[src/rtl/updown_mod.sv]
// Parametrised synchronous up/down counter with load, per-cycle wrap/saturate and ovf/unf pulses.
// Define UPDN_STEP_EN to add a variable step input; otherwise the step is fixed at 1.
module updown_mod #(
    parameter int               WIDTH   = 8,
    parameter logic [WIDTH-1:0] MAX_VAL = {WIDTH{1'b1}},
    parameter logic [WIDTH-1:0] RST_VAL = '0
) (
    input  logic             clk,
    input  logic             rst,
    input  logic             en,
    input  logic             up,
    input  logic             sat,
    input  logic             load,
    input  logic [WIDTH-1:0] load_val,
`ifdef UPDN_STEP_EN
    input  logic [WIDTH-1:0] step,
`endif
    output logic [WIDTH-1:0] q,
    output logic [WIDTH-1:0] qn,
    output logic             at_max,
    output logic             at_min,
    output logic             ovf,
    output logic             unf
);

    // Count arithmetic runs one bit wider than q so sums and wrap offsets never truncate.
    localparam logic [WIDTH:0]   MAX_EXT  = {1'b0, MAX_VAL};
    localparam logic [WIDTH:0]   MOD      = {1'b0, MAX_VAL} + {{WIDTH{1'b0}}, 1'b1};
    localparam logic [WIDTH-1:0] RST_SAFE = (RST_VAL > MAX_VAL) ? MAX_VAL : RST_VAL;

    logic [WIDTH-1:0] q_q, q_d;
    logic             ovf_q, ovf_d;
    logic             unf_q, unf_d;
    logic [WIDTH-1:0] step_eff;
    logic [WIDTH-1:0] load_clamp;
    logic [WIDTH:0]   q_ext;
    logic [WIDTH:0]   s_ext;
    logic [WIDTH:0]   up_sum;

`ifdef UPDN_STEP_EN
    assign step_eff = (step > MAX_VAL) ? MAX_VAL : step;
`else
    assign step_eff = WIDTH'(1);
`endif

    assign load_clamp = (load_val > MAX_VAL) ? MAX_VAL : load_val;
    assign q_ext      = {1'b0, q_q};
    assign s_ext      = {1'b0, step_eff};
    assign up_sum     = q_ext + s_ext;

    always_comb begin
        q_d   = q_q;
        ovf_d = 1'b0;
        unf_d = 1'b0;
        if (load) begin
            q_d = load_clamp;
        end else if (en) begin
            if (up) begin
                if (up_sum > MAX_EXT) begin
                    ovf_d = 1'b1;
                    q_d   = sat ? MAX_VAL : WIDTH'(up_sum - MOD);
                end else begin
                    q_d = WIDTH'(up_sum);
                end
            end else begin
                if (q_ext < s_ext) begin
                    unf_d = 1'b1;
                    q_d   = sat ? '0 : WIDTH'(q_ext + MOD - s_ext);
                end else begin
                    q_d = q_q - step_eff;
                end
            end
        end
    end

    always_ff @(posedge clk) begin
        if (rst) begin
            q_q   <= RST_SAFE;
            ovf_q <= 1'b0;
            unf_q <= 1'b0;
        end else begin
            q_q   <= q_d;
            ovf_q <= ovf_d;
            unf_q <= unf_d;
        end
    end

    assign q      = q_q;
    assign qn     = ~q_q;
    assign at_max = (q_q == MAX_VAL);
    assign at_min = (q_q == '0);
    assign ovf    = ovf_q;
    assign unf    = unf_q;

endmodule

[config.mk]
export PLATFORM = sky130hd
export DESIGN_NAME = updown_mod
export DESIGN_NICKNAME = d
export VERILOG_FILES = /design/src/rtl/updown_mod.sv
export SDC_FILE = /design/constraint.sdc
export NUM_CORES = 1
export LEC_CHECK = 0
export ABC_AREA = 1
export CORE_MARGIN = 1.5
export CORE_UTILIZATION = 33
export CTS_BUF_LIST = sky130_fd_sc_hd__clkbuf_4 sky130_fd_sc_hd__clkbuf_8
export CTS_CLUSTER_DIAMETER = 200
export DETAILED_ROUTE_END_ITERATION = 12
export PLACE_DENSITY = 0.66
export RECOVER_POWER = 100
export SLEW_MARGIN = 25
export SYNTH_ARGS = -nofsm -noshare
export SYNTH_HDL_FRONTEND = slang
export SYNTH_SLANG_ARGS = --single-unit
[constraint.sdc]
create_clock -name clk -period 2.1 [get_ports clk]
set_input_delay 0.42 -clock clk [delete_from_list [all_inputs] [get_ports clk]]
set_output_delay 0.42 -clock clk [all_outputs]
set_load 0.01 [all_outputs]
==> results by group <==
Global routing
  – Congestion Overflow GR: 0
  – Number of antenna violations at the first check in global routing: 0
  – Via count of the first global-routing pass: 1063
  – Maximum number of pins on one net before global-route repair: 10
  – All-layer global routing usage: 22.5%
  – Global-route wire length before repair: 4.62 mm

CTS
  – CTS Sinks: 10
  – TritonCTS clock tree: built
  – Clock Latency Late Sink: 0.28 ns
  – Number of CTS-inserted buffers: 3
  – Buffers from clock root to sink, at most: 2
  – Cell at the root of the clock tree: clkbuf_4
  – Number of levels in the clock H-tree: 1
  – CTS clock-pin slew for the worst setup and hold paths: 0.07 ns

Finish
  – Final core utilization: 54.2%
  – Share of post-route cells with drive strength above 1: 12.9%
  – Fin cells: 224
  – Final nets: 214
  – Number of inserted diodes: 0
  – Post-synthesis to final-layout area growth: 54.4%

STA
  – Final count of hold timing violations: 0
  – Clock period minus worst slack: 1.93 ns
  – RSZ-0062 raised after global routing: no
  – Final period util: 91.7%
  – Slew margin rel.: 77.1%
  – Number of max-slew violations in the final report: 0
  – Slew @ Worst Pin: 0.341 ns
  – Final setup margin: 0.174 ns
  – Number of setup violations in the final report: 0
  – Max Freq: 519 MHz
  – Final worst clock skew: 0.00520 ns
  – Summed negative setup slack over all endpoints: 0 ns

Outcome
  – Run status: finished, final reports clean

Yosys
  – Most area-hungry cell type in the Yosys netlist: dfxtp_1
  – Largest cells by area after synthesis: dfxtp_1, nand2_1, nor2_1, inv_1, o21ai_0
  – Count of warnings emitted by yosys: 0
  – Top FF cell, synth: dfxtp_1
  – Post-Syn Nets: 166
  – Distinct cell type count of the synthesized netlist: 23
  – Synthesized instance count: 148
  – Number of enable-type register cells in the synthesized netlist: 0
  – Proportion of netlist area held by the largest area contributor: 22.8%
  – Syn_area_per_cell: 5.93 um^2
  – Part of the Yosys area used for sequential elements: 22.8%
  – Commonest cells in the synthesized netlist: nand2_1, nor2_1, inv_1, o21ai_0
  – Fraction of registers with async set or reset after synthesis: 0%
  – Post-Synthesis Cell Area: 877 um^2
  – Dominant cell by count in the synthesized netlist: nand2_1
  – Flops & latches, synth: 10

Power and ir drop
  – Clock network fraction of design power: 21.4%
  – Total Power Consumption: 649 uW
  – Switching part of the total: 37.2%
  – Combinational fraction of design power: 44.8%
  – Int Pwr: 407 uW
  – Leakage Power: 0.654 nW
  – Worst voltage drop across the vdd grid: 0.233 mV
  – Sequential Power Share: 33.8%
  – NetSw: 242 uW
  – Power per Cell Area: 479 nW/um^2

Detailed routing
  – Post-Route WL: 2.83 mm
  – Routed length per placed instance: 12.6 um
  – Remaining antenna violation count after routing: 0
  – Number of vias after detailed routing: 1129
  – TritonRoute pass-1 iters: 4
  – Number of DRC markers after the initial detailed-route iteration: 34
  – Vias per cell: 5.04
  – Detailed-route DRC error count: 0

Floorplan
  – Std cell rows: 18
  – Ports: 34
  – Die Span Y: 54.6 um
  – Placeable core region: 2500 um^2
  – Die area: 2980 um^2
  – Effective utilization at floorplan: 35.1%
  – Die span in x: 54.6 um

Setup path
  – Critical Setup Path Class: reg2out
  – Data required time at the worst endpoint: 1.68 ns
  – Maximum fanout count along the critical path: 3
  – Startpoint type of the worst setup path: flip-flop
  – Arrival @ worst endpoint: 1.51 ns
  – Capturing element type of the critical path: primary output

Hold path
  – Type of the worst min-delay path: reg2reg

Placed design
  – Last weighted congestion value of the routability-driven placer: 0.898
  – Number of cells in the design after placement: 219
  – Pre-CTS WS: 0.121 ns
  – Half-perimeter wire length of the detailed placement result: 2.14 mm
  – Quantity of I/O buffers inserted on ports: 33

Job
  – Maxcap violations: 0
-- layout make-up --
cell class | count | area, um^2
well taps | 30 | 37.5
multi-input cells | 115 | 591
clock buffers | 3 | 22.5
flip-flops and latches | 10 | 203
repair buffers | 45 | 422
inverters | 21 | 78.8
fillers | 249 | 1150
-- worst paths after layout --
path / from / slack [ns] / depth (start not counted) / to
setup / recovery: q[0] / 0.17 / 6 / at_max
hold / removal: q[6] / 0.59 / 2 / q[6]
setup reg to reg: q[0] / 0.18 / 15 / q[3]
hold reg to reg: q[6] / 0.59 / 2 / q[6]
-- critical path: stages, from the launching register on --
cell and delay (ns):
dfxtp_1 0.36, ha_1 0.17, nand2_1 0.10, nor3_2 0.17, nand2_1 0.11, inv_1 0.06, dlygate4sd2_1 0.25
-- layout by cell type (no fill, tap or decap), drive strengths merged --
cell type,netlist,routed
nand4,1,1
nor3,2,2
dfxtp,10,10
dlygate4sd3,0,19
a31oi,6,6
a2111oi,1,1
nor4,1,1
o21ai,12,12
nor2,24,24
nand2,40,40
xor2,6,6
inv,21,21
dlygate4sd2,0,2
clkbuf,1,3
a22oi,1,1
ha,4,4
nand3,7,7
buf,1,12
clkdlybuf4s50,0,12
a21oi,10,10
-- logic make-up after synthesis --
group	after synthesis	share of synthesized area (%)
buf+inv	23	10.3
xor+xnor	6	5.99
compound gates	30	18.7
fa+ha+maj	4	5.71
flops	10	22.8
simple gates	75	36.5
-- metal layers --
layer	routed length, um	global-route usage [%]	vias up
met1	1280	27.0	499
met4	63	10.8	0
met2	1310	37.8	50
met3	168	4.64	8
li1	-	-	572
met5	0	0	-
-- power by group through the flow --
stage               combinational, mW  clock [mW]  sequential [mW]
floorplan                       0.143           0            0.234
global placement                0.297           0            0.222
detailed placement              0.298           0            0.223
CTS                             0.299       0.143            0.219
global route                    0.324       0.152            0.221
finish                          0.290       0.139            0.220
-- what timing repair did --
item	in CTS	in global routing
buffers inserted	2	0
setup endpoints to repair	2	1
resized for setup	5	2
pin swaps	2	0
hold buffers	0	0
-- sequential cells by signal, indices dropped and copies added, names as in the netlist --
name  cells
unf       1
q         8
ovf       1
-- metrics by stage --
step | hold WS [ns] | instance area, um^2
final | 0.590 | 1350
after global routing | 0.628 | 1350
after CTS | 0.592 | 1350
after detailed placement | 0.586 | 1310
after global placement | 0.574 | 1310
after floorplan | 0.489 | 877
No activity file was read; power rests on OpenSTA's default activity.
==> variant 1 (same flow settings) <==
The output `ovf` loses its register stage (`ovf_q` becomes a continuous assignment).
--- a/src/rtl/updown_mod.sv
+++ b/src/rtl/updown_mod.sv
@@ -76,14 +76,14 @@
     always_ff @(posedge clk) begin
         if (rst) begin
             q_q   <= RST_SAFE;
-            ovf_q <= 1'b0;
             unf_q <= 1'b0;
         end else begin
             q_q   <= q_d;
-            ovf_q <= ovf_d;
             unf_q <= unf_d;
         end
     end
+
+    assign ovf_q = ovf_d;
 
     assign q      = q_q;
     assign qn     = ~q_q;
Function: changed (a bounded check fails within 4 cycles, from zero or initial values and one cycle with rst high).
==> variant 1 against the original RTL <==
The flow now finishes with violations (negative setup slack); via count up 14%; sequential power down 5%; clock skew up 0.0053 ns; sequential cell count down 1; hold slack better by 0.025 ns; cell area up 24%; area after synthesis up 10%; power up 15%; routed wire length up 15%; worst setup slack worse by 0.24 ns; first-iteration DRC count down 21%; count of clock-buffer cells in the layout unchanged; largest power group unchanged; highest routed layer unchanged.
==> variant 1: results (changes against the original RTL) <==
run status finished with violations; violated checks negative setup slack; net count after synthesis 189 (+14%); non-clock inverter count in the final layout 26 (+24%); detailed-placement wirelength estimate 2530 µm (+18%); capturing element of the worst setup path ovf; most frequent cells after synthesis 52 x nand2_1, 23 x nor2_1, 20 x inv_1; pre-CTS setup slack -0.286 ns (-0.407 ns); placed standard-cell area 1540 µm² (+18%); post-route non-filler standard cell count 267 (+19%); slew of the pin with the lowest slew margin 0.415 ns (+0.0743 ns); highest cell delay on the worst timing path 0.40 ns (+0.04 ns); number of setup violations in the final report 1 (+1); # clock sinks 9 (-1); routed length on met1 1480 µm (+16%); Layout Nets 255 (+19%); flop2flop setup slack 0.36 ns (+0.18 ns); leakage 0.862 nW (+32%); Placer Congestion 0.894 (-0.41%); multi-input combinational cell count 132 (+15%); startpoint of the tightest hold check path q[5]$_SDFFE_PP0P_; final clock skew 0.0105 ns (+0.00530 ns); PnR worst setup slack -0.0691 ns (-0.243 ns); GRT Total Usage 0.214 (-0.0105); via count of the first global-routing pass 1246 (+17%); met2 routed wirelength 1600 µm (+22%); maximum fanout count along the critical path 4 (+1); Arr. time, crit path 1.75 ns (+0.24 ns); share of cell area taken by multi-input logic gates 0.448 (+0.0116); sequential cell area fraction in the yosys report 0.186 (-0.0422); Initial DRC Count 27 (-21%); NonClk Buf Share 0.338 (+0.0261); Critical-path top delay cell dfxtp_4; routing usage on met3 0.0249 (-0.0215); Peak VDD IR 0.420 mV (+80%); sequential cell area 191 µm² (-5.6%); GRT met1 Usage 0.262 (-0.00805); number of cells on the worst reg-to-reg path 10 (-5); Post-Synthesis Mean Instance Area 5.66 µm² (-4.4%); global-route wire length before repair 5510 µm (+19%); number of fill cells 289 (+16%); launch point of the critical path q[1]$_SDFFE_PP0P_; pin count of the biggest net entering global routing 13 (+3); number of unique standard cell types used by synthesis 26 (+13%); count of plain and timing-repair buffers 65 (+44%); worst hold slack 0.615 ns (+0.0246 ns); routed vias/inst 4.83 (-4.1%); met2 GRT Util 0.381 (+0.00344)
## variant 1: worst register-to-register path, stage by stage (launching register included)
cell     delay [ns]
dfxtp_4        0.39
inv_4          0.06
buf_4          0.14
ha_1           0.22
nand2_1        0.12
nor2_1         0.07
nand2_1        0.07
nand2_1        0.12
o21ai_0        0.26
nand2_1        0.08
a31oi_1        0.13
## variant 1: cells by family after synthesis
family | after synthesis | synth area share
adders and majority gates | 4 | 0.0517
and+or+nand+nor | 97 | 0.435
buffers and inverters | 30 | 0.120
DFF | 9 | 0.186
xor gates and xnor gates | 3 | 0.0271
AOI/OAI and AO/OA | 28 | 0.180
## variant 1: what timing repair did
item                                    CTS  global route
pin swaps                                 7             5
resized for setup                        25            12
buffers inserted                          2             0
endpoints found under the setup margin    3             3
endpoints found under the hold margin     0             0
## variant 1: power by group
| group | switching, mW | internal, mW |
|---|---|---|
| combinational | 0.193 | 0.201 |
| sequential | 0.0237 | 0.186 |
| clock | 0.0700 | 0.0707 |
==> variant 2 (same flow settings) <==
Without the edit above. Set the parameter `WIDTH` to 12 (it was 8).
--- a/src/rtl/updown_mod.sv
+++ b/src/rtl/updown_mod.sv
@@ -1,7 +1,7 @@
 // Parametrised synchronous up/down counter with load, per-cycle wrap/saturate and ovf/unf pulses.
 // Define UPDN_STEP_EN to add a variable step input; otherwise the step is fixed at 1.
 module updown_mod #(
-    parameter int               WIDTH   = 8,
+    parameter int               WIDTH   = 12,
     parameter logic [WIDTH-1:0] MAX_VAL = {WIDTH{1'b1}},
     parameter logic [WIDTH-1:0] RST_VAL = '0
 ) (
Ports: changed (resized load_val, q and qn); port bits go from 34 to 46. No check against the original RTL was run, so the function may have changed too.
==> variant 2 against the original RTL <==
Worst setup slack worse by 0.10 ns; routed wire length is 72% higher; power rose by 66%; fmax shrank 5.0%; sequential cell count rose by 4; cell area is 62% higher; area after synthesis increased by 61%; largest cell class unchanged; largest power group unchanged.
==> variant 2: results (changes against the original RTL) <==
flop2flop setup slack 0.07 ns (-0.11 ns); Layout Nets 338 (+58%); share of flip-flops with an asynchronous set or reset after synthesis 0 (unchanged); cell at the root of the clock tree clkbuf_8; global-route wire length before repair 7410 µm (+60%); top cells by area in the synthesized netlist dfxtp_1 20%, nand2_1 18%, inv_1 8.8%; startpoint of the tightest hold check path q[7]$_SDFFE_PP0P_; Clock H-tree levels 1 (unchanged); sequential cell area fraction in the yosys report 0.199 (-0.0295); Initial DRC Count 114 (+240%); number of resized instances in the post-cts repair step 9 (+4); Largest register FFs 12 (+4); diodes inserted 0 (unchanged); share of post-route cells with drive strength above 1 0.184 (+0.0553); detailed-placement wirelength estimate 3660 µm (+71%); clock latency reported for the late side of the worst-skew pair 0.25 ns (-0.03 ns); antenna violations before repair 0 (unchanged); routed vias/inst 4.86 (-3.6%); clock-pin slew on the worst setup and hold paths 0.07 ns (about the same); Critical-path top delay cell dfxtp_4; RR Endpoint q[6]$_SDFFE_PP0P_; highest cell delay on the worst timing path 0.38 ns (+0.02 ns); number of unique standard cell types used by synthesis 27 (+17%); pin count of the biggest net entering global routing 14 (+4); Arr. time, crit path 2.20 ns (+0.69 ns); leakage 1.04 nW (+59%); adder and majority cell fraction of the synthesized area 0.0355 (-0.0216); net count after synthesis 267 (+61%); maximum fanout count along the critical path 5 (+2); most frequent cells after synthesis 68 x nand2_1, 33 x inv_1, 26 x nor2_1; kind of critical path reg -> reg; placed standard-cell area 2050 µm² (+57%); Hold/Removal Path Class reg -> reg; number of cells on the worst reg-to-reg path 14 (-1); Syn. warnings 0 (unchanged); final clock skew 0.00449 ns (-0.000716 ns); run status completed; reg2reg start q[0]$_SDFFE_PP0P_; kind of cell adding the most delay to the critical path simple AND/OR/NAND/NOR gates; via count of the first global-routing pass 1561 (+47%); xor-xnor portion of the synthesized cell area 0.0559 (-0.00401); wire per inst 13.3 µm (+5.7%); Gate Count Post-Synth 245 (+66%); first-pass iteration count of the detailed router 4 (unchanged); Worst Hold Path EP q[7]$_SDFFE_PP0P_; worst hold slack 0.610 ns (+0.0199 ns); IO Port Bufs 45 (+36%); Compound-Gate Fraction of Synth Area 0.172 (-0.0147); count of vias placed by the detailed router 1774 (+57%); worst slew slack as a fraction of its limit 0.701 (-0.0697); Placer Congestion 0.905 (+0.87%); pre-CTS setup slack 0.0159 ns (-0.105 ns); GRT Total Usage 0.214 (-0.0109); top achievable clock speed 0.493 GHz (-5.0%); DP Cell Count 354 (+62%); post-CTS setup-driven buffer insertion count 1 (-1); Peak VDD IR 0.222 mV (-4.9%); post-route setup TNS 0 ns (unchanged)
variant 2: metal layers:
metal,routed length [µm],part of all wire,vias up,track usage
li1,-,-,921,-
met1,2330,0.48,790,0.304
met2,2200,0.45,61,0.339
met3,300,0.062,2,0.0313
met4,34,0.0070,0,0.0475
met5,0,0,-,0
variant 2: final cells by class:
| cell class | count | area [µm²] |
|---|---|---|
| tap | 50 | 62.6 |
| inverter | 36 | 139 |
| clock buffer | 4 | 55.1 |
| multi-input combinational | 186 | 977 |
| timing repair buffer | 75 | 673 |
| sequential | 14 | 287 |
| fill | 404 | 1860 |
variant 2: power by group:
part           switching [mW]  total (mW)  internal, mW  leakage (nW)
clock                   0.109       0.275         0.166        0.0288
combinational           0.246       0.482         0.237         0.893
sequential             0.0308       0.319         0.288         0.117
